<file path="config.mk">
export PLATFORM = sky130hd
export DESIGN_NAME = prog_run_sequencer_flat
export DESIGN_NICKNAME = d
export VERILOG_FILES = /design/src/rtl/prog_run_sequencer_if.sv /design/src/rtl/prog_run_sequencer.sv /design/src/flat_wrapper.sv
export SDC_FILE = /design/constraint.sdc
export NUM_CORES = 1
export LEC_CHECK = 0
export BUFFER_PORTS_ARGS = -buffer_cell sky130_fd_sc_hd__clkbuf_2
export CAP_MARGIN = 10
export CORE_ASPECT_RATIO = 0.8
export CORE_MARGIN = 5
export CORE_UTILIZATION = 55
export CTS_CLUSTER_DIAMETER = 80
export DETAILED_ROUTE_END_ITERATION = 8
export GPL_TIMING_DRIVEN = 0
export PLACE_DENSITY = 0.82
export SLEW_MARGIN = 5
export SYNTH_ARGS = -nofsm -noshare
export SYNTH_HDL_FRONTEND = slang
export SYNTH_SLANG_ARGS = --single-unit
</file>
<file path="constraint.sdc">
create_clock -name Clk -period 2.4 [get_ports Clk]
set_input_delay 0.48 -clock Clk [delete_from_list [all_inputs] [get_ports Clk]]
set_output_delay 0.48 -clock Clk [all_outputs]
set_load 0.05 [all_outputs]
</file>
<file path="src/rtl/prog_run_sequencer_if.sv">
// Sequencer <-> harness/core signal bundle: Go/CpuAck in, core control and
// per-program cycle reports out.
`default_nettype none

interface prog_run_sequencer_if #(
    parameter int CW = 16
);
    logic          Go;
    logic          CpuAck;
    logic          CpuReset;
    logic          CpuStart;
    logic [3:0]    ProgIdx;
    logic          Busy;
    logic          Done;
    logic [CW-1:0] CycleCount;
    logic          CountValid;
    logic          Timeout;

    modport master (
        input  Go, CpuAck,
        output CpuReset, CpuStart, ProgIdx, Busy, Done, CycleCount, CountValid, Timeout
    );

    modport slave (
        output Go, CpuAck,
        input  CpuReset, CpuStart, ProgIdx, Busy, Done, CycleCount, CountValid, Timeout
    );
endinterface

`default_nettype wire

</file>
<file path="src/rtl/prog_run_sequencer.sv">
// Runs NUM_PROGS programs on the CPU core back to back and reports per-program cycle counts.
// Optional watchdog on hung programs: define PROG_RUN_SEQUENCER_TIMEOUT_EN.
`default_nettype none

module prog_run_sequencer #(
    parameter int NUM_PROGS  = 3,
    parameter int RST_CYCLES = 2,
    parameter int CW         = 16,
    parameter int TIMEOUT    = 60000
) (
    input  logic                 Clk,
    input  logic                 Reset,
    prog_run_sequencer_if.master bus
);
    localparam int RW = (RST_CYCLES < 2) ? 1 : $clog2(RST_CYCLES + 1);

    typedef enum logic [2:0] {
        S_IDLE   = 3'd0,
        S_RESET  = 3'd1,
        S_START  = 3'd2,
        S_RUN    = 3'd3,
        S_REPORT = 3'd4,
        S_FINISH = 3'd5
    } state_t;

    state_t        state_q, state_d;
    logic [RW-1:0] rcnt_q, rcnt_d;
    logic [CW-1:0] run_q, run_d;
    logic [CW-1:0] run_inc;
    logic [3:0]    idx_q, idx_d;
    logic [CW-1:0] cyc_q, cyc_d;
    logic          done_q, done_d;
    logic          tmo_q, tmo_d;
    logic          cpurst_q, start_q, busy_q, valid_q;

    // Saturating increment; with the watchdog enabled the limit is never reached.
    assign run_inc = (run_q == {CW{1'b1}}) ? run_q : run_q + 1'b1;

`ifndef PROG_RUN_SEQUENCER_TIMEOUT_EN
    logic [31:0] unused_timeout;
    assign unused_timeout = 32'(TIMEOUT);
`endif

    always_comb begin
        state_d = state_q;
        rcnt_d  = rcnt_q;
        run_d   = run_q;
        idx_d   = idx_q;
        cyc_d   = cyc_q;
        done_d  = done_q;
        tmo_d   = tmo_q;
        case (state_q)
            S_IDLE: begin
                if (bus.Go) begin
                    idx_d   = '0;
                    done_d  = 1'b0;
                    tmo_d   = 1'b0;
                    rcnt_d  = RW'(RST_CYCLES);
                    state_d = S_RESET;
                end
            end
            S_RESET: begin
                rcnt_d = rcnt_q - 1'b1;
                if (rcnt_q == RW'(1)) state_d = S_START;
            end
            S_START: begin
                run_d   = '0;
                state_d = S_RUN;
            end
            S_RUN: begin
                run_d = run_inc;
                if (bus.CpuAck) begin
                    cyc_d   = run_inc;
                    state_d = S_REPORT;
                end
`ifdef PROG_RUN_SEQUENCER_TIMEOUT_EN
                else if (run_q == CW'(TIMEOUT - 1)) begin
                    cyc_d   = CW'(TIMEOUT);
                    tmo_d   = 1'b1;
                    state_d = S_REPORT;
                end
`endif
            end
            S_REPORT: begin
                if (idx_q == 4'(NUM_PROGS - 1)) begin
                    done_d  = 1'b1;
                    state_d = S_FINISH;
                end else begin
                    idx_d   = idx_q + 1'b1;
                    rcnt_d  = RW'(RST_CYCLES);
                    state_d = S_RESET;
                end
            end
            S_FINISH: begin
                if (!bus.Go) state_d = S_IDLE;
            end
            default: state_d = S_IDLE;
        endcase
    end

    // Strobes are decoded from the next state so every output is a flop.
    always_ff @(posedge Clk or posedge Reset) begin
        if (Reset) begin
            state_q  <= S_IDLE;
            rcnt_q   <= '0;
            run_q    <= '0;
            idx_q    <= '0;
            cyc_q    <= '0;
            done_q   <= 1'b0;
            tmo_q    <= 1'b0;
            cpurst_q <= 1'b1;
            start_q  <= 1'b0;
            busy_q   <= 1'b0;
            valid_q  <= 1'b0;
        end else begin
            state_q  <= state_d;
            rcnt_q   <= rcnt_d;
            run_q    <= run_d;
            idx_q    <= idx_d;
            cyc_q    <= cyc_d;
            done_q   <= done_d;
            tmo_q    <= tmo_d;
            cpurst_q <= !(state_d == S_START || state_d == S_RUN);
            start_q  <= (state_d == S_START);
            busy_q   <= (state_d == S_RESET) || (state_d == S_START) ||
                        (state_d == S_RUN)   || (state_d == S_REPORT);
            valid_q  <= (state_d == S_REPORT);
        end
    end

    assign bus.CpuReset   = cpurst_q;
    assign bus.CpuStart   = start_q;
    assign bus.ProgIdx    = idx_q;
    assign bus.Busy       = busy_q;
    assign bus.Done       = done_q;
    assign bus.CycleCount = cyc_q;
    assign bus.CountValid = valid_q;
`ifdef PROG_RUN_SEQUENCER_TIMEOUT_EN
    assign bus.Timeout    = tmo_q;
`else
    assign bus.Timeout    = 1'b0;
`endif

endmodule

`default_nettype wire

</file>
<file path="src/flat_wrapper.sv">
// flat-port wrapper written by rule: the top's interface ports become plain ports
module prog_run_sequencer_flat 
#(
    parameter int NUM_PROGS  = 3,
    parameter int RST_CYCLES = 2,
    parameter int CW         = 16,
    parameter int TIMEOUT    = 60000
)
  (Clk, Reset, bus_Go, bus_CpuAck, bus_CpuReset, bus_CpuStart, bus_ProgIdx, bus_Busy, bus_Done, bus_CycleCount, bus_CountValid, bus_Timeout);
  prog_run_sequencer_if #(.CW(CW)) bus_i ();
  input  logic Clk;
  input  logic Reset;
  input wire logic [$bits(bus_i.Go)-1:0] bus_Go;
  input wire logic [$bits(bus_i.CpuAck)-1:0] bus_CpuAck;
  output wire logic [$bits(bus_i.CpuReset)-1:0] bus_CpuReset;
  output wire logic [$bits(bus_i.CpuStart)-1:0] bus_CpuStart;
  output wire logic [$bits(bus_i.ProgIdx)-1:0] bus_ProgIdx;
  output wire logic [$bits(bus_i.Busy)-1:0] bus_Busy;
  output wire logic [$bits(bus_i.Done)-1:0] bus_Done;
  output wire logic [$bits(bus_i.CycleCount)-1:0] bus_CycleCount;
  output wire logic [$bits(bus_i.CountValid)-1:0] bus_CountValid;
  output wire logic [$bits(bus_i.Timeout)-1:0] bus_Timeout;
  assign bus_i.Go = bus_Go;
  assign bus_i.CpuAck = bus_CpuAck;
  assign bus_CpuReset = bus_i.CpuReset;
  assign bus_CpuStart = bus_i.CpuStart;
  assign bus_ProgIdx = bus_i.ProgIdx;
  assign bus_Busy = bus_i.Busy;
  assign bus_Done = bus_i.Done;
  assign bus_CycleCount = bus_i.CycleCount;
  assign bus_CountValid = bus_i.CountValid;
  assign bus_Timeout = bus_i.Timeout;
  prog_run_sequencer #(.NUM_PROGS(NUM_PROGS), .RST_CYCLES(RST_CYCLES), .CW(CW), .TIMEOUT(TIMEOUT)) u_core (.Clk(Clk), .Reset(Reset), .bus(bus_i));
endmodule
</file>
## After elaboration in Yosys (flattened, before gate mapping)

Index checks and enable logic that the tools add are counted.

| word-level totals | value |
|---|---|
| logic and storage cells | 58 |
| output and inout port bits | 26 |
| register bits | 46 |

| operators by class | value |
|---|---|
| $add $sub $neg | 3 |
| reduce and logical (&&, ||, !) cells | 13 |
| equal/unequal tests | 15 |
| multiplexer cells | 17 |

Operators by type and width:

| kind | count |
|---|---|
| case mux 16 bit (2 select lines) | 1 |
| case mux 3 bit (6 select lines) | 1 |
| adder 16 x 1 -> 16 bit, second input constant | 1 |
| == test 16 bit, second input constant | 1 |
| 2-to-1 mux 16 bit | 1 |
| 2-to-1 mux 3 bit | 5 |
| == test 3 x 2 -> 1 bit, second input constant | 4 |
| == test 3 bit, second input constant | 3 |
| AND reduction 3 bit | 3 |
| 2-to-1 mux 4 bit | 2 |
| case mux 4 bit (2 select lines) | 1 |
| == test 3 x 1 -> 1 bit, second input constant | 2 |
| case mux 2 bit (3 select lines) | 1 |
| adder 4 x 1 -> 4 bit, second input constant | 1 |
| == test 4 x 2 -> 1 bit, second input constant | 1 |
| logical OR 1 bit | 4 |
| 2-to-1 mux 2 bit | 2 |
| != test 2 bit, second input constant | 2 |
| nonzero test 2 bit | 2 |
| zero test 3 bit | 1 |
| nonzero test 3 bit | 1 |
| == test 2 x 1 -> 1 bit, second input constant | 1 |
| 2-to-1 mux 1 bit | 2 |
| != test 2 x 1 -> 1 bit, second input constant | 1 |
| 4 further kinds | 4 |

## Depth between registers and ports, before layout

Gate-level depths: netlist (run 1).

| depth | value |
|---|---|
| word-level depth | 7 |
| mapped depth | 7 |

## Least setup slack after synthesis (run 1)

OpenSTA, ideal clock, no wires.

| path | value |
|---|---|
| kind | register to register |
| start | register u_core.idx_q[1], in the netlist u_core.bus.ProgIdx[1] |
| end | register u_core.rcnt_q[1] |
| data arrival time | 1.955 ns |
| slack | 0.319 ns |
| period minus slack after synthesis | 2.081 ns |
| cell stages (with the launch flop) | 6 |
| data required time | 2.274 ns |
| library setup time | 0.126 ns |
| cells stage by stage | dfrtp_1 > ha_1 > or3b_2 > o211ai_1 > nor3b_1 > o32a_1 |

| between the ends | value |
|---|---|
| word-level cells in the longest chain between the ends | 3 |

Ends and longest elaborated chain:

| item | line | text |
|---|---|---|
| start, declared | prog_run_sequencer.sv:30 | `logic [3:0] idx_q, idx_d;` |
| start signal, assigned | prog_run_sequencer.sv:119 | `idx_q <= idx_d;` |
| == test 4 x 2 -> 1 bit | prog_run_sequencer.sv:85 | `if (idx_q == 4'(NUM_PROGS - 1)) begin` |
| != test 2 bit (no source line) | -- |  |
| AND reduction 3 bit (no source line) | -- |  |
| end signal, assigned | prog_run_sequencer.sv:117 | `rcnt_q <= rcnt_d;` |
| end, declared | prog_run_sequencer.sv:27 | `logic [RW-1:0] rcnt_q, rcnt_d;` |

Every way passes these cells.
A chain may end at the register's enable or synchronous reset.

## Worst setup path in the final report (run 1)

| path | value |
|---|---|
| start | register u_core.run_q[1] |
| end | register u_core.run_q[4] |

| between the ends | value |
|---|---|
| word-level cells in the longest chain between the ends | 3 |

Ends and longest elaborated chain:

| item | line | text |
|---|---|---|
| start, declared | prog_run_sequencer.sv:28 | `logic [CW-1:0] run_q, run_d;` |
| start signal, assigned | prog_run_sequencer.sv:118 | `run_q <= run_d;` |
| adder 16 x 1 -> 16 bit or == test 16 bit (tied branches) | prog_run_sequencer.sv:37 | `assign run_inc = (run_q == {CW{1'b1}}) ? run_q : run_q + 1'b1;` |
| 2-to-1 mux 16 bit (*) | prog_run_sequencer.sv:37 |  |
| case mux 16 bit (2 select lines) (*) | prog_run_sequencer.sv:52 | `case (state_q)` |

Every way passes the cells marked *; elsewhere a longest branch is shown, timed or not.

==> flow_summary.yaml, run 1 <==
status:
  status: "finished clean"
setup_path:
  worstPathArrival_ns: 2.41
  worstSetupPathType: "flop to flop"
  slowest_stage: "dfrtp_1"
  endpoint_kind: "flop"
  cp.buffers_inverters: 0
  worstSetupStartpointType: "flop"
  crit_family: "simple AND/OR/NAND/NOR gates"
  path_max_fanout: 9
  worstPathRequired_ns: 2.60
  crit_path_cell_trace: "ha_1 -> nand3_1 -> nor4_4 -> nor2_2 -> mux2_1 -> a22o_1"
  slowest_delay_ns: 0.47
synthesis:
  syn_inst: 269
  synth-xor-area-share_pct: 2.83
  async_reset_ff_share_pct: 100
  synth-edff-count: 0
  yosys.area_share.simple_pct: 24.7
  ys.flop_type: "dfrtp_1"
  syn_nets: 277
  syn_area_um2: 2480
  synth_top_family_by_area: "simple AND/OR/NAND/NOR gates"
  yosysUniqueCellTypes: 52
  synth_compound_area_share_pct: 16.4
  synth_top_area_share_pct: 45.4
  ys_warn_count: 0
  ys_ff_latch: 46
  seq_area_frac_synth_pct: 46.5
  muxShareOfSynthArea_pct: 3.03
  synth.area.top_cells: "dfrtp_1 (45%), nand2_1 (5.8%), o21ai_0 (4.4%)"
  avgSynthCellArea_um2: 9.22
  yosys.area.top_type: "dfrtp_1"
  synthAdderAreaFrac_pct: 2.02
timing:
  max_clock_freq_mhz: 453
  setup_violations: 0
  rsz0062_at_grt: "no"
  fin_setup_tns_ns: 0
  period_needed_ns: 2.21
  slew_viol_final: 0
  timing.final.crit_share_pct: 92.0
  tightest_slew_ns: 0.584
  hold_viol: 0
  slew_headroom_pct: 60.7
  skew_ns: 0.00406
cts:
  cts_sinks: 46
  post_cts_buffers: 0
  h-tree-depth: 2
  postCtsResizedCells: 0
  numCtsBuffers: 5
  clock_path_buffers: 2
  cts-root-buf: "clkbuf_8"
  cts_tree: "built"
  clock_latency_ns: 0.30
  holdBufCountCts: 0
  path_clk_slew_ns: 0.09
finish:
  n_antenna_cell: 0
  stdcell_count: 363
  design_area_um2: 2830
  area_delta_synth_final_pct: 13.9
  multiInputGateArea_um2: 1220
  final_common_cell: "dfrtp_1"
  fill_cells: 369
  finalNetCount: 313
  drive_above_1_share_pct: 19.9
  layout_common_cells: "dfrtp_1 (45), nand2_1 (38), clkbuf_2 (28), o21ai_0 (22), nand3_1 (17)"
  regArea_um2: 1150
power_and_ir_drop:
  power_density_nw_per_um2: 1110
  p_seq_share_pct: 35.0
  p_sw_uw: 1420
  max-vdd-ir-drop_uv: 543
  pwr-share-comb_pct: 46.4
  leakage_uw: 0.00127
  p_int_uw: 1730
  p_clk_share_pct: 18.5
  switching_share_pct: 45.0
grt:
  antenna_found_initial: 0
  gr-total-overflow: 0
  grt_pass1_vias: 1983
  grt_max_degree: 38
  grt_pass1_wl_um: 9630
  groute.usage.overall_pct: 20.0
routing:
  drc: 0
  first_pass_iters: 5
  dr_total_vias: 2106
  drt_iter0_markers: 154
  wl_per_cell_um: 15.4
  post_drt_via_cell_ratio: 5.80
  wl_um: 5580
  ant_nets: 0
die:
  ios: 30
  dieArea_um2: 5960
  num_rows: 21
  initial_core_util_pct: 57.9
  die_w_um: 85.1
  fp.dieH_um: 70.1
  core-area_um2: 4280
placement:
  dp_cells: 355
  io_buffers: 28
  placed_cell_area_um2: 2710
  place_hpwl_um: 3840
  routabilityCongestion: 0.868
min_path:
  hp-class: "primary input to async pin"
flow_run:
  max_cap_viol_count: 0
[registers in the layout, indices dropped and copies added, names as in the netlist]
| signal | flops |
|---|---|
| u_core.bus.Busy | 1 |
| u_core.bus.CpuStart | 1 |
| u_core.state_q | 3 |
| u_core.bus.CpuReset | 1 |
| u_core.bus.ProgIdx | 4 |
| u_core.rcnt_q | 2 |
| u_core.run_q | 16 |
| u_core.bus.Done | 1 |
| u_core.bus.CycleCount | 16 |
| u_core.bus.CountValid | 1 |
[layer usage]
layer  up-vias  track usage (%)  routed length (µm)
met5         -                0                   0
met4         0             6.33                  68
met3         8             3.64                 339
met2        82             29.6                2510
met1       998             29.7                2670
li1       1018                -                   -
[logic make-up after synthesis]
kind of cell               Yosys count
and+or+nand+nor                    111
muxes                                7
xor gates and xnor gates             8
buffers and inverters               26
adders and majority gates            4
other                                1
DFF                                 46
AOI/OAI and AO/OA                   66
[metrics by stage]
stage               hold slack, ns  power, µW  utilization (%)  worst slack, ns
global placement             0.460       2510             62.8            0.246
finish                      0.0693       3150             66.0            0.191
CTS                         0.0697       3150             66.0            0.194
detailed placement           0.404       2560             63.3            0.211
floorplan                    0.465       2230                -            0.319
global route                0.0806       3340             66.0           0.0309
[cell type report]
cell class                 instances  share of cell area, %
clock buffer                       5                   2.44
inverter                           7                  0.930
multi-input combinational        197                   43.1
tap                               57                   2.52
clock inverter                     3                   1.59
timing repair buffer              29                   5.67
buffer                            19                   2.92
sequential                        46                   40.8
[worst reg2reg max path, cell delays in order (launching register included)]
cell and delay, ns:
dfrtp_1 0.47, ha_1 0.36, nand3_1 0.19, nor4_4 0.44, nor2_2 0.12, mux2_1 0.34
a22o_1 0.18
[power by group through the flow]
stage	clock network (µW)	logic, µW	registers, µW
finish	583	1460	1100
global route	620	1590	1130
CTS	593	1450	1100
detailed placement	0	1440	1120
global placement	0	1400	1100
floorplan	0	828	1410
[synthesized netlist by cell type (all sizes together), types with 5 or more instances]
cell	n
o31ai	5
a22o	7
a21oi	15
nand3	17
inv	7
o21ai	25
nand2	38
dfrtp	45
buf	8
clkbuf	11
nand2b	6
xor2	5
nor2	17
[path summary, 6_finish.rpt]
path                                                           start                              endpoint  slack (ns)  cells after the start
worst min register to register  u_core.bus.CycleCount[3]$_DFFE_PP0P_  u_core.bus.CycleCount[3]$_DFFE_PP0P_        0.49                      2
worst max-delay path                     u_core.run_q[1]$_DFFE_PP0P_           u_core.run_q[4]$_DFFE_PP0P_        0.19                      6
max in group asynchronous                                      Reset         u_core.bus.CpuReset$_DFF_PP1_        1.82                      3
worst min-delay path                                           Reset           u_core.run_q[2]$_DFFE_PP0P_        0.07                      2
min in group Clk                u_core.bus.CycleCount[3]$_DFFE_PP0P_  u_core.bus.CycleCount[3]$_DFFE_PP0P_        0.49                      2
worst max register to register           u_core.run_q[1]$_DFFE_PP0P_           u_core.run_q[4]$_DFFE_PP0P_        0.19                      6
Note: power is estimated with default switching activity, not from simulation.
==> run 2: changes to the inputs <==
- BUFFER_PORTS_ARGS: -buffer_cell sky130_fd_sc_hd__clkbuf_2 -> unset
- DONT_BUFFER_PORTS: unset -> 1
- PLACE_DENSITY: 0.82 -> 0.76
- SLEW_MARGIN: 5 -> 20
==> flow_summary.yaml, run 2 (synthesis results as in run 1) <==
timing:
  max_clock_freq_mhz: 442
  worst_slack_ns: 0.138
  tightest_slew_ns: 0.605
  period_needed_ns: 2.26
  slew_viol_final: 0
  slew_headroom_pct: 59.7
  timing.final.crit_share_pct: 94.3
  skew_ns: 0.00648
  setup_violations: 0
  hold_viol: 0
finish:
  final_common_cell: "dfrtp_1"
  layout_common_cells: "dfrtp_1 (45), nand2_1 (38), o21ai_0 (22), nand3_1 (17)"
  fin_util_pct: 63.7
  drive_above_1_share_pct: 12.5
  finalNetCount: 287
  n_antenna_cell: 0
  area_delta_synth_final_pct: 10.0
cts:
  cts_tree: "built"
  holdBufCountCts: 0
  path_clk_slew_ns: 0.09
  postCtsResizedCells: 0
  clock_latency_ns: 0.30
  numCtsBuffers: 5
  cts-root-buf: "clkbuf_8"
  post_cts_buffers: 0
  cts_sinks: 46
  clock_path_buffers: 2
  h-tree-depth: 2
power_and_ir_drop:
  power_density_nw_per_um2: 1170
  max-vdd-ir-drop_uv: 646
  leakage_uw: 0.00117
  power_uw: 3190
routing:
  post_drt_via_cell_ratio: 5.76
  drt_iter0_markers: 71
  drc: 0
  dr_total_vias: 1940
  wl_um: 5310
  ant_nets: 0
  first_pass_iters: 4
  wl_per_cell_um: 15.8
die:
  ios: 30
  core-area_um2: 4280
  num_rows: 21
  fp.dieH_um: 70.1
  die_w_um: 85.1
  dieArea_um2: 5960
  initial_core_util_pct: 57.9
placement:
  routabilityCongestion: 0.837
  pre_cts_ws_ns: 0.137
  io_buffers: 0
  place_hpwl_um: 3760
grt:
  groute.usage.overall_pct: 19.0
  antenna_found_initial: 0
  grt_max_degree: 27
  grt_pass1_vias: 1885
  gr-total-overflow: 0
  grt_pass1_wl_um: 9200
setup_path:
  endpoint_kind: "flop"
  crit_path_cell_trace: "ha_1 -> or3b_2 -> o211ai_1 -> nor3b_1 -> o32a_1"
  worstPathArrival_ns: 2.46
  worstPathRequired_ns: 2.59
  path_max_fanout: 6
  cp.buffers_inverters: 0
  worstSetupStartpointType: "flop"
  slowest_stage: "dfrtp_1"
  crit_family: "flip-flops"
  slowest_delay_ns: 0.72
  worstSetupPathType: "flop to flop"
flow_run:
  max_cap_viol_count: 0
min_path:
  hp-class: "primary input to async pin"
status:
  status: "finished clean"
run 2: cell types whose count changed in the layout (fill, tap and decap cells not counted), sizes merged:
cell | previous run | this run
buf | 9 | 11
clkinvlp | 2 | 0
bufinv | 1 | 2
clkbuf | 44 | 17
run 2: metrics by stage:
stage / area, µm² / cells / TNS, ns / hold WS, ns
detailed placement: 2570 / 327 / 0 / 0.401
floorplan: 2480 / 269 / 0 / 0.465
global route: 2730 / 337 / -0.0246 / 0.0910
finish: 2730 / 337 / 0 / 0.0576
CTS: 2710 / 335 / 0 / 0.0664
global placement: 2550 / 326 / 0 / 0.484
run 2: power by group:
group	switching (µW)	internal, µW	total [µW]
Sequential	476	955	1430
Combinational	636	404	1040
Clock	271	444	716
Total	1380	1800	3190
run 2: layout make-up:
type | count | area (µm²)
fillers | 373 | 1550
multi-input cells | 197 | 1220
flip-flops and latches | 46 | 1150
clock buffers | 6 | 82.6
plain buffers | 19 | 82.6
well taps | 57 | 71.3
clock inverters | 2 | 60.1
repair buffers | 3 | 35.0
inverters | 7 | 26.3
run 2: final timing paths:
check,start,end,slack (ns),cells past startpoint
max,u_core.bus.ProgIdx[1]$_DFFE_PP0P_,u_core.rcnt_q[1]$_DFFE_PP0P_,0.14,5
min,Reset,u_core.bus.CycleCount[2]$_DFFE_PP0P_,0.06,1
max reg2reg,u_core.bus.ProgIdx[1]$_DFFE_PP0P_,u_core.rcnt_q[1]$_DFFE_PP0P_,0.14,5
min reg2reg,u_core.rcnt_q[0]$_DFFE_PP0P_,u_core.rcnt_q[0]$_DFFE_PP0P_,0.51,1
max in group asynchronous,Reset,u_core.run_q[7]$_DFFE_PP0P_,1.85,2
min in group Clk,bus_Go,u_core.bus.Done$_DFFE_PP0P_,0.38,3
run 2: metal layers:
layer,global-route usage [%],wire [µm],up-vias
li1,-,-,973
met1,27.7,2620,909
met2,28.2,2310,52
met3,4.94,332,6
met4,4.75,50,0
met5,0,0,-
run 2: worst reg2reg max path: stages, from the launching register on:
cell and delay, ns:
dfrtp_1 0.72, ha_1 0.26, or3b_2 0.46, o211ai_1 0.30, nor3b_1 0.11, o32a_1 0.30
